`config.mk`:
```
export PLATFORM = sky130hd
export DESIGN_NAME = conga_chart_reader
export DESIGN_NICKNAME = d
export VERILOG_FILES = /design/src/rtl/conga_pkg.sv /design/src/rtl/conga_chart_reader.sv
export SDC_FILE = /design/constraint.sdc
export NUM_CORES = 1
export LEC_CHECK = 0
export ABC_AREA = 1
export CAP_MARGIN = 20
export CORE_ASPECT_RATIO = 0.7
export CORE_MARGIN = 2
export CORE_UTILIZATION = 46
export CTS_BUF_LIST = sky130_fd_sc_hd__clkbuf_8 sky130_fd_sc_hd__clkbuf_16
export DETAILED_ROUTE_END_ITERATION = 6
export PLACE_DENSITY = 0.77
export SLEW_MARGIN = 20
export SYNTH_ARGS = -nofsm -noshare
export SYNTH_HDL_FRONTEND = slang
export SYNTH_SLANG_ARGS = --single-unit
```
`constraint.sdc`:
```
create_clock -name clk -period 1.8 [get_ports clk]
set_input_delay 0.27 -clock clk [delete_from_list [all_inputs] [get_ports clk]]
set_output_delay 0.27 -clock clk [all_outputs]
set_load 0.005 [all_outputs]
```
`src/rtl/conga_pkg.sv`:
```
// conga_pkg
//   Shared definitions for the conga chart reader: chart entry layout,
//   the chart terminator value, the default last song position and the
//   reader state encoding.
package conga_pkg;

    // Chart entry layout: [17:16] lane, [15:0] time.
    localparam int ENTRY_W = 18;
    localparam int LANE_HI = 17;
    localparam int LANE_LO = 16;
    localparam int TIME_HI = 15;
    localparam int TIME_LO = 0;

    // A time field of all ones marks the end of the chart.
    localparam logic [15:0] END_TIME = 16'hFFFF;

    // Last song position the counter ever reaches.
    localparam logic [15:0] MAXCOUNT_DEFAULT = 16'd39648;

    typedef enum logic [2:0] {
        IDLE  = 3'd0,
        FETCH = 3'd1,
        LOAD  = 3'd2,
        ARMED = 3'd3,
        DONE  = 3'd4
    } state_t;

    // Fired-note counter increments but sticks at its maximum.
    function automatic logic [9:0] sat_inc10(input logic [9:0] v);
        return (v == 10'h3FF) ? v : v + 10'd1;
    endfunction

endpackage

```
`src/rtl/conga_chart_reader.sv`:
```
// conga_chart_reader
//   Walks a note chart held in an external synchronous ROM and fires a
//   one-cycle note event when the song position reaches each entry's time.
//
//   Optional feature macro: CHART_PREVIEW_EN (adds preview_valid/preview_lane).
//
// Ports
//   clk          in   system clock, all state on posedge
//   reset        in   asynchronous, active-high reset
//   go           in   restart the chart from entry 0
//   count        in   16-bit current song position
//   rom_addr     out  AW-bit chart ROM read address
//   rom_data     in   18-bit chart entry, valid one cycle after rom_addr
//   note_fire    out  one-cycle pulse when an entry is reached
//   note_lane    out  lane of the last fired note, held until next fire
//   chart_done   out  high once the terminator or end of ROM is reached
//   notes_fired  out  notes fired since go/reset, saturating at 1023
//   preview_valid out (CHART_PREVIEW_EN) upcoming note is within LEAD counts
//   preview_lane  out (CHART_PREVIEW_EN) lane of the upcoming note
module conga_chart_reader
    import conga_pkg::*;
#(
    parameter int          AW       = 8,
    parameter logic [15:0] MAXCOUNT = MAXCOUNT_DEFAULT
`ifdef CHART_PREVIEW_EN
    ,
    parameter logic [15:0] LEAD     = 16'd512
`endif
) (
    input  logic               clk,
    input  logic               reset,
    input  logic               go,
    input  logic [15:0]        count,
    output logic [AW-1:0]      rom_addr,
    input  logic [ENTRY_W-1:0] rom_data,
    output logic               note_fire,
    output logic [1:0]         note_lane,
    output logic               chart_done,
    output logic [9:0]         notes_fired
`ifdef CHART_PREVIEW_EN
    ,
    output logic               preview_valid,
    output logic [1:0]         preview_lane
`endif
);

    state_t      state;
    logic [1:0]  entry_lane;
    logic [15:0] entry_time;
    logic        fire_cond;

    // An entry fires once the song has reached its time. Entries beyond the
    // last song position are never reachable, so they are explicitly excluded
    // in case the counter ever reports something past its normal end.
    assign fire_cond = (state == ARMED) && (count >= entry_time) &&
                       (entry_time <= MAXCOUNT);

    // Reader FSM. The ROM is synchronous, so each entry costs one cycle to
    // present the address (FETCH) and one to capture the data (LOAD) before
    // it can be compared (ARMED). go overrides everything, including a fire
    // that would otherwise happen in the same cycle.
    always_ff @(posedge clk or posedge reset) begin
        if (reset) begin
            state       <= IDLE;
            rom_addr    <= '0;
            entry_lane  <= 2'd0;
            entry_time  <= 16'd0;
            note_fire   <= 1'b0;
            note_lane   <= 2'd0;
            chart_done  <= 1'b0;
            notes_fired <= 10'd0;
        end else if (go) begin
            state       <= FETCH;
            rom_addr    <= '0;
            note_fire   <= 1'b0;
            chart_done  <= 1'b0;
            notes_fired <= 10'd0;
        end else begin
            note_fire <= 1'b0;
            case (state)
                IDLE: begin
                    state <= IDLE;
                end
                FETCH: begin
                    state <= LOAD;
                end
                LOAD: begin
                    entry_lane <= rom_data[LANE_HI:LANE_LO];
                    entry_time <= rom_data[TIME_HI:TIME_LO];
                    if (rom_data[TIME_HI:TIME_LO] == END_TIME) begin
                        state      <= DONE;
                        chart_done <= 1'b1;
                    end else begin
                        state <= ARMED;
                    end
                end
                ARMED: begin
                    if (fire_cond) begin
                        note_fire   <= 1'b1;
                        note_lane   <= entry_lane;
                        notes_fired <= sat_inc10(notes_fired);
                        // The last ROM slot ends the chart rather than
                        // wrapping back to entry 0.
                        if (rom_addr == {AW{1'b1}}) begin
                            state      <= DONE;
                            chart_done <= 1'b1;
                        end else begin
                            rom_addr <= rom_addr + 1'b1;
                            state    <= FETCH;
                        end
                    end
                end
                DONE: begin
                    chart_done <= 1'b1;
                end
                default: begin
                    state <= IDLE;
                end
            endcase
        end
    end

`ifdef CHART_PREVIEW_EN
    logic [16:0] lead_sum;

    // The lead window is summed at 17 bits so a late-song position plus the
    // lead cannot wrap around and falsely look early.
    assign lead_sum      = {1'b0, count} + {1'b0, LEAD};
    assign preview_valid = (state == ARMED) && !fire_cond &&
                           (lead_sum >= {1'b0, entry_time});
    assign preview_lane  = (state == ARMED) ? entry_lane : 2'd0;
`endif

endmodule

```
# Yosys cells after proc, flatten, opt, wreduce, memory -nomap -nowiden
# Index checks and enable logic that the tools add are counted.
[word_totals]
elab_cells = 58
mem_bits_ro = 0
memories = 0
regBits = 43
ramBits = 0
latchBits = 0
[op_classes]
mux = 21
n_eq_ne = 13
n_shift = 0
bitwise = 1
n_mul = 0
n_lt_le_gt_ge = 2
n_reduce_logical = 11
n_div = 0
n_addsub = 2
[op_table]
columns = ["operator", "n"]
rows = [
  ["10-bit two-way mux", 4],
  ["8-bit two-way mux", 4],
  ["16-bit equality test, second input constant", 1],
  ["16-bit greater-or-equal comparator", 1],
  ["16-bit less-or-equal comparator, second input constant", 1],
  ["3-bit two-way mux", 4],
  ["3-bit case mux with 4 select lines", 1],
  ["10-bit by 1-bit adder with 10-bit output, second input constant", 1],
  ["10-bit equality test, second input constant", 1],
  ["3-bit AND reduction", 3],
  ["8-bit by 1-bit adder with 8-bit output, second input constant", 1],
  ["8-bit equality test, second input constant", 1],
  ["1-bit two-way mux", 7],
  ["3-bit by 2-bit equality test with 1-bit output, second input constant", 2],
  ["2-bit != test, second input constant", 3],
  ["3-bit != test, second input constant", 2],
  ["2-bit AND reduction", 2],
  ["4-bit AND reduction", 1],
  ["2-bit nonzero test", 2],
  ["4-bit nonzero test", 1],
  ["3-bit by 1-bit equality test with 1-bit output, second input constant", 1],
  ["3-bit equality test, second input constant", 1],
  ["3-bit by 2-bit != test with 1-bit output, second input constant", 1],
  ["1-bit case mux with 3 select lines", 1],
  ["other kinds (2)", 3],
]

# Logic depth before layout (Yosys ltp)
# Gate-level depths: netlist of run 1.
[logic_depth]
word_depth = 6
depth_mapped = 16
mapped_depth_nobuf = 16

# Least setup slack after synthesis of run 1
# No wires, ideal clock.
[synth_timing]
kind = "flip-flop to flip-flop"
startpoint = "register entry_time[7]"
endpoint = "register rom_addr[0]"
required_ns = 1.734
arrival_ns = 1.649
setup_ns = 0.066
path_stages_with_launch = 15
setup_slack_ns = 0.085
path_cell_list = "dfrtp_1 > inv_1 > ha_1 > nand2_1 > inv_2 > nand2_1 > nor2_1 > nor2_1 > nand2_1 > nand2_1 > nand2_1 > nand3_2 > nor2_2 > nand3b_1 > nand2_1"
[synth_via]
elab_chain_len = 5
[synth_lines]
columns = ["element", "line_no", "text"]
rows = [
  ["from (decl)", "conga_chart_reader.sv:49", "logic [15:0] entry_time;"],
  ["from (signal assigned)", "conga_chart_reader.sv:89", "entry_time <= rom_data[TIME_HI:TIME_LO];"],
  ["16-bit greater-or-equal comparator", "conga_chart_reader.sv:55", "assign fire_cond = (state == ARMED) && (count >= entry_time) &&"],
  ["1-bit logical AND", "conga_chart_reader.sv:55", ""],
  ["1-bit logical AND *", "conga_chart_reader.sv:55", ""],
  ["2-bit nonzero test (no source line) *", "-", ""],
  ["3-bit AND reduction (no source line) *", "-", ""],
  ["to (signal assigned)", "conga_chart_reader.sv:108", "rom_addr <= rom_addr + 1'b1;"],
  ["to (decl)", "conga_chart_reader.sv:34", "output logic [AW-1:0] rom_addr,"],
]
# Mark *: on every way between the ends. The rest lies on a longest branch, timed or not.
# A chain may end at the register's enable or synchronous reset.

# Worst setup path after layout of run 1
[layout_timing]
startpoint = "register entry_time[5]"
endpoint = "register rom_addr[4]"
# Same word-level chain as after synthesis.

==> reports/metrics.cfg, run 1 <==
[floorplanning]
start_util_pct = 48.93
dieArea_um2 = 6340
rows = 22
io-pin-count = 59
die_h_um = 67.22
core_um2 = 5368
die_w_um = 94.31

[worst_setup_path]
cp_num_buf_inv = 4
cp_slowest_cell = dfrtp_1
slowest_delay_ns = 0.38
critPathArrivalTime_ns = 2.09
start_kind = flip-flop
rrSetupSlack_ns = -0.07
critPathMaxFanout = 8
r2r-start = entry_time[5]
cp-end-kind = flip-flop
path_class = reg -> reg
critPathMostFrequentCell = nand2_1
r2r_cells = 15
r2r-end = rom_addr[4]
crit_family = simple AND/OR/NAND/NOR gates
cp_cell_sequence = inv_2 > ha_4 > nand2_2 > inv_2 > nand2_2 > inv_1 > nand2_1 > nand2_1 > nand2_1 > nand2_2 > nand3_4 > nor2_4 > buf_6 > nand3b_1 > nand2_1
critPathRequiredTime_ns = 2.02

[global_route]
grtUsageTotal_pct = 23.49
grt_max_degree = 44
grt_pass1_vias = 2539
grt.overflow.total = 0
antenna_found_initial = 0
grt_pass1_wl_mm = 11.56

[pwr]
power.density_nw_per_um2 = 1066
max-vdd-ir-drop_uv = 500.5
leakagePower_uw = 0.001844

[detailed_routing]
drc = 0
detail-route-antenna-nets = 0
dr.pass1.iters = 4
drt_iter0_markers = 151
vias = 2628
wl_mm = 6.791
vias_per_cell = 5.173
wl_per_cell_um = 13.37

[final_layout]
drive_gt1_share_pct = 19.95
antenna_cells = 0
nets = 490
final_cell_area_um2 = 3842
layout_commonest_cell = nand2_1
layout_common_cells = 74 x nand2_1, 50 x clkdlybuf4s50_1, 43 x dfrtp_1
nFillCells = 419
area_growth_pct = 46.31
fin_cells = 508

[logic_synthesis]
yosys.cell_types.count = 28
ys_seq_area_share_pct = 40.97
avgSynthCellArea_um2 = 7.770
synth_area_um2 = 2626
syn-num-nets = 393
synth-warning-count = 0
synth_cells = 338
synth-seq-cells = 43

[timing]
achievable-frequency_ghz = 0.5354
finalSetupViolations = 21
rsz0062_at_grt = true
min_period_ns = 1.868
worst_slack_ns = -0.06790
timing.max_slew.rel_slack_pct = 73.46
final_max_slew_viol_count = 0
fin_skew_ns = 0.008037
hold_violations = 0
worst_pin_slew_ns = 0.3977
post-route-period-util_pct = 103.8

[cts]
clock_sinks = 43
cts_made_buffers = 5
cts_tree = yes
cts_buffer_depth = 2
postCtsHoldBufs = 0
clkLatencyLatePin_ns = 0.28
clock-root-buffer = clkbuf_8
clk_pin_slew_ns = 0.08
cts_max_level = 2

[flow_run]
drv_cap = 0

[outcome]
status = complete, but fails checks
failed_checks = negative setup slack

[placement]
dp_cells = 493
numPortBuffers = 58
dp.final_hpwl_mm = 4.948
placed_area_um2 = 3535
place_congestion = 0.8977

[min_path]
hp-class = in -> async

registers in the layout (all words and copies together), names as in the netlist:
name,flops
entry_time,16
rom_addr,8
notes_fired,10
chart_done,1
state,3
entry_lane,2
note_fire,1
note_lane,2
report_power, final:
part,switching [µW],leakage (µW),internal (µW)
clock network,317,0.0000612,449
logic,1000,0.00125,955
registers,151,0.000537,1220
Yosys cell counts:
library cell	number	share of area, %
a21oi_1	24	4.6
a21oi_2	1	0.33
buf_2	1	0.19
clkbuf_1	6	0.86
dfrtp_1	43	41
ha_1	18	8.6
inv_1	23	3.3
inv_2	11	1.6
mux2_1	3	1.3
nand2_1	79	11
nand2_4	1	0.43
nand2_8	1	0.76
nand3_1	32	6.1
nand3_2	1	0.38
nand3b_1	7	2.0
nand4_1	9	2.1
nor2_1	44	6.3
nor2_2	2	0.48
nor3_1	6	1.1
nor3_2	1	0.38
nor3b_1	1	0.29
o21ai_0	3	0.57
o21ai_1	4	0.76
o22ai_1	1	0.24
or2_1	2	0.48
or4_1	1	0.29
xnor2_1	2	0.67
xor2_1	11	3.7
cell families after synthesis:
kind of cell / after synthesis / synth area share (%)
compound gates: 33 / 6.480
simple gates: 187 / 32.44
flops: 43 / 40.97
mux: 3 / 1.286
fa+ha+maj: 18 / 8.576
xor+xnor: 13 / 4.335
buf+inv: 41 / 5.907
how the worst max path moves through the flow:
stage	depth (start not counted)	slack, ns	startpoint	endpoint
6_report	15	-0.07	entry_time[5]	rom_addr[4]
5_1_grt	15	-0.23	entry_time[5]	rom_addr[0]
4_1_cts	15	-0.06	entry_time[7]	rom_addr[4]
3_5_place_dp	15	-0.47	count[7]	rom_addr[4]
3_3_place_gp	15	-0.35	count[5]	rom_addr[6]
2_1_floorplan	14	0.09	entry_time[7]	rom_addr[0]
metrics by stage:
step           util (%)  hold slack, ns  TNS (ns)  power (µW)  setup WS [ns]
6_report          71.59          0.3330    -1.146        4095       -0.06790
5_1_grt           71.59          0.3659    -4.581        4411        -0.2312
4_1_cts           71.10          0.3446   -0.4443        4057       -0.06036
3_5_place_dp      65.85          0.4657    -10.54        3049        -0.4734
3_3_place_gp      65.85          0.4605    -7.590        2974        -0.3490
2_1_floorplan         -          0.4017         0        2272        0.08530
worst reg2reg max path, delay by kind of cell (launching register included):
kind / cells / cell delay, ns
buf+inv: 4 / 0.30
fa+ha+maj: 1 / 0.27
simple gates: 10 / 0.83
flops: 1 / 0.38
cell type report:
| class | instances | area [µm²] | share of cell area, % |
|---|---|---|---|
| multi-input combinational | 254 | 1535 | 39.95 |
| sequential | 43 | 1076 | 28.00 |
| timing repair buffer | 97 | 895.9 | 23.31 |
| inverter | 34 | 127.6 | 3.321 |
| tap | 72 | 90.09 | 2.345 |
| clock buffer | 6 | 82.58 | 2.149 |
| clock inverter | 2 | 35.03 | 0.9118 |
metal layers:
| metal | track usage, % | vias up | routed length, µm |
|---|---|---|---|
| met2 | 38.93 | 88 | 3183 |
| li1 | - | 1306 | - |
| met3 | 4.688 | 10 | 377 |
| met1 | 31.89 | 1224 | 3134 |
| met5 | 0 | - | 0 |
| met4 | 6.341 | 0 | 95 |
timing repair:
action / 4_1_cts / 5_1_grt
setup buffers: 5 / 2
resized for setup: 31 / 4
endpoints found under the setup margin: 23 / 25
pin swaps: 13 / 5
(Power assumes the default switching activity.)
==> run 2: changes to the inputs <==
ABC_AREA = default   (was 1)
CORE_UTILIZATION = 45   (was 46)
PLACE_DENSITY = 0.76   (was 0.77)
TNS_END_PERCENT = 20   (was default)
==> run 2 against run 1 <==
- the run still ends with negative setup slack left
- non-clock buffer count increased by 9
- die area decreased by 3.5%
- cell area decreased by 0.36%
- sequential cell count unchanged
- sequential power about the same
- first-iteration DRC count increased by 14%
- via count decreased by 7.2%
- critical path type unchanged
- largest cell class unchanged
==> reports/metrics.cfg, run 2 <==
[logic_synthesis]
synth_area_leaders = dfrtp_1 44%, ha_1 9.1%, o21ai_0 4.9%
yosysTopAreaCellShare_pct = 43.50
synth-edff-count = 0
avgSynthCellArea_um2 = 9.441
synth_top_area_cell = dfrtp_1
synth_area_um2 = 2474
synth_commonest_cells = 43 x dfrtp_1, 25 x nand2_1, 24 x o21ai_0
syn-num-nets = 317
yosys.cell_types.count = 43
async_flop_share_pct = 100.0
synth-warning-count = 0
ys_seq_area_share_pct = 43.50
synth_cells = 262
synth-seq-cells = 43
synthFlopType = dfrtp_1
synth_most_common_cell = dfrtp_1

[final_layout]
multi_input_area_um2 = 1449
final_cell_area_um2 = 3829
area_growth_pct = 54.78
nets = 420
nFillCells = 357
reg_top3 = entry_time (16), notes_fired (10), rom_addr (8)
layout_commonest_cell = clkdlybuf4s50_1
max_flop_register = entry_time
fin_cells = 438
drive_gt1_share_pct = 27.87
largest_reg_flops = 16
fin_util_pct = 72.82
layout_common_cells = 57 x clkdlybuf4s50_1, 44 x buf_4, 43 x dfrtp_1
regArea_um2 = 1076
antenna_cells = 0

[global_route]
antenna_found_initial = 0
grt_pass1_wl_mm = 11.75
grt.overflow.total = 0
grt_max_degree = 44
grt_pass1_vias = 2492
grtUsageTotal_pct = 24.96

[worst_setup_path]
cp_slowest_cell = or4_4
cp.depth = 9
critPathRequiredTime_ns = 2.03
cp_cell_sequence = inv_2 > ha_4 > nand2_4 > o21ai_4 > a41oi_2 > o21a_4 > buf_12 > or4_4 > a21oi_2
path_class = reg -> reg
r2r_cells = 9
cp-end-kind = flip-flop
critPathMaxFanout = 6
critPathArrivalTime_ns = 2.53
cp_num_buf_inv = 2
start_kind = flip-flop
crit_family = compound AO/OA/AOI/OAI gates
slowest_delay_ns = 0.53

[floorplanning]
io-pin-count = 59
rows = 22
dieArea_um2 = 6115
core_um2 = 5258
die_w_um = 92.62
die_h_um = 66.03
start_util_pct = 47.05

[flow_run]
drv_cap = 0

[placement]
place_ws_ns = -0.7881
place_congestion = 0.8073
numPortBuffers = 58
placed_area_um2 = 3466
dp.final_hpwl_mm = 4.858
dp_cells = 427

[cts]
cts_buffer_depth = 2
cts_tree = yes
clock-root-buffer = clkbuf_8
cts_max_level = 2
clkLatencyLatePin_ns = 0.31
cts_made_buffers = 5
clock_sinks = 43
clk_pin_slew_ns = 0.09

[pwr]
power.density_nw_per_um2 = 1169
max-vdd-ir-drop_uv = 792.9
leakagePower_uw = 0.001628
power_uw = 4475

[timing]
achievable-frequency_ghz = 0.4360
worst_slack_ns = -0.4935
timing.max_slew.rel_slack_pct = 75.36
hold_violations = 0
min_period_ns = 2.293
post-route-period-util_pct = 127.4
final_max_slew_viol_count = 0
fin_skew_ns = 0.009894
finalSetupViolations = 25
worst_pin_slew_ns = 0.3665
rsz0062_at_grt = true

[detailed_routing]
top_layer = met4
met2WireLength_mm = 3.614
drt_iter0_markers = 172
wl_met3_um = 331
dr.pass1.iters = 4
wl_mm = 7.260
wl_per_cell_um = 16.58
vias = 2440
detail-route-antenna-nets = 0
wl_met1_mm = 3.185
vias_per_cell = 5.571
drc = 0

[min_path]
hp-class = in -> async

[outcome]
status = complete, but fails checks
failed_checks = negative setup slack

-- run 2: cell count changes after synthesis, sizes merged, moves of 8 or more --
cell,previous run,this run
xor2,11,0
nand2,81,27
nand3,33,8
nor2,46,10
o21ai,7,25
inv,34,19
nor2b,0,8
-- run 2: worst paths after layout --
check	startpoint	endpoint	slack (ns)
min reg2reg	note_lane[1]	note_lane[1]	0.53
max	entry_time[2]	notes_fired[3]	-0.49
max reg2reg	entry_time[2]	notes_fired[3]	-0.49
min	reset	entry_time[15]	0.32
min in group clk	note_lane[1]	note_lane[1]	0.53
max in group asynchronous	reset	notes_fired[5]	1.26
-- run 2: layout make-up --
| class | count | area share, % |
|---|---|---|
| inverter | 19 | 1.863 |
| clock buffer | 5 | 1.797 |
| multi-input combinational | 190 | 37.84 |
| clock inverter | 3 | 1.667 |
| sequential | 43 | 28.10 |
| timing repair buffer | 106 | 26.37 |
| tap | 72 | 2.353 |
-- run 2: layer usage --
| layer | up-vias | track usage (%) |
|---|---|---|
| met2 | 74 | 43.07 |
| met5 | - | 0 |
| met3 | 10 | 3.991 |
| li1 | 1168 | - |
| met1 | 1188 | 32.15 |
| met4 | 0 | 9.007 |
-- run 2: stage by stage --
step                      hold WS (ns)  TNS [ns]
after floorplan                 0.3868    -2.968
after global placement          0.4927    -13.78
after detailed placement        0.5030    -15.60
after CTS                       0.3375    -6.807
after global routing            0.3603    -10.42
final                           0.3162    -8.270
-- run 2: cell families after synthesis --
kind of cell	count (synthesis)	synth area share, %
simple gates	95	21.60
compound gates	69	17.45
flops	43	43.50
buf+inv	29	4.755
fa+ha+maj	18	9.105
mux	8	3.591
-- run 2: worst register-to-register path: cells and delay by family, from the launching register on --
kind	cells	cell delay, ns
compound gates	4	0.75
fa+ha+maj	1	0.29
flops	1	0.38
buf+inv	2	0.21
simple gates	2	0.58
-- run 2: power by group --
group	switching, µW	internal (µW)
sequential	144	1200
clock	356	549
combinational	1020	1200
total	1520	2950
-- run 2: timing repair --
action / in CTS / in global routing
hold buffers: 0 / 0
gates cloned: 2 / 0
hold endpoints to repair: 0 / 0
buffers inserted: 1 / 0
resized for setup: 22 / 16
pin swaps: 12 / 7
setup endpoints to repair: 25 / 25
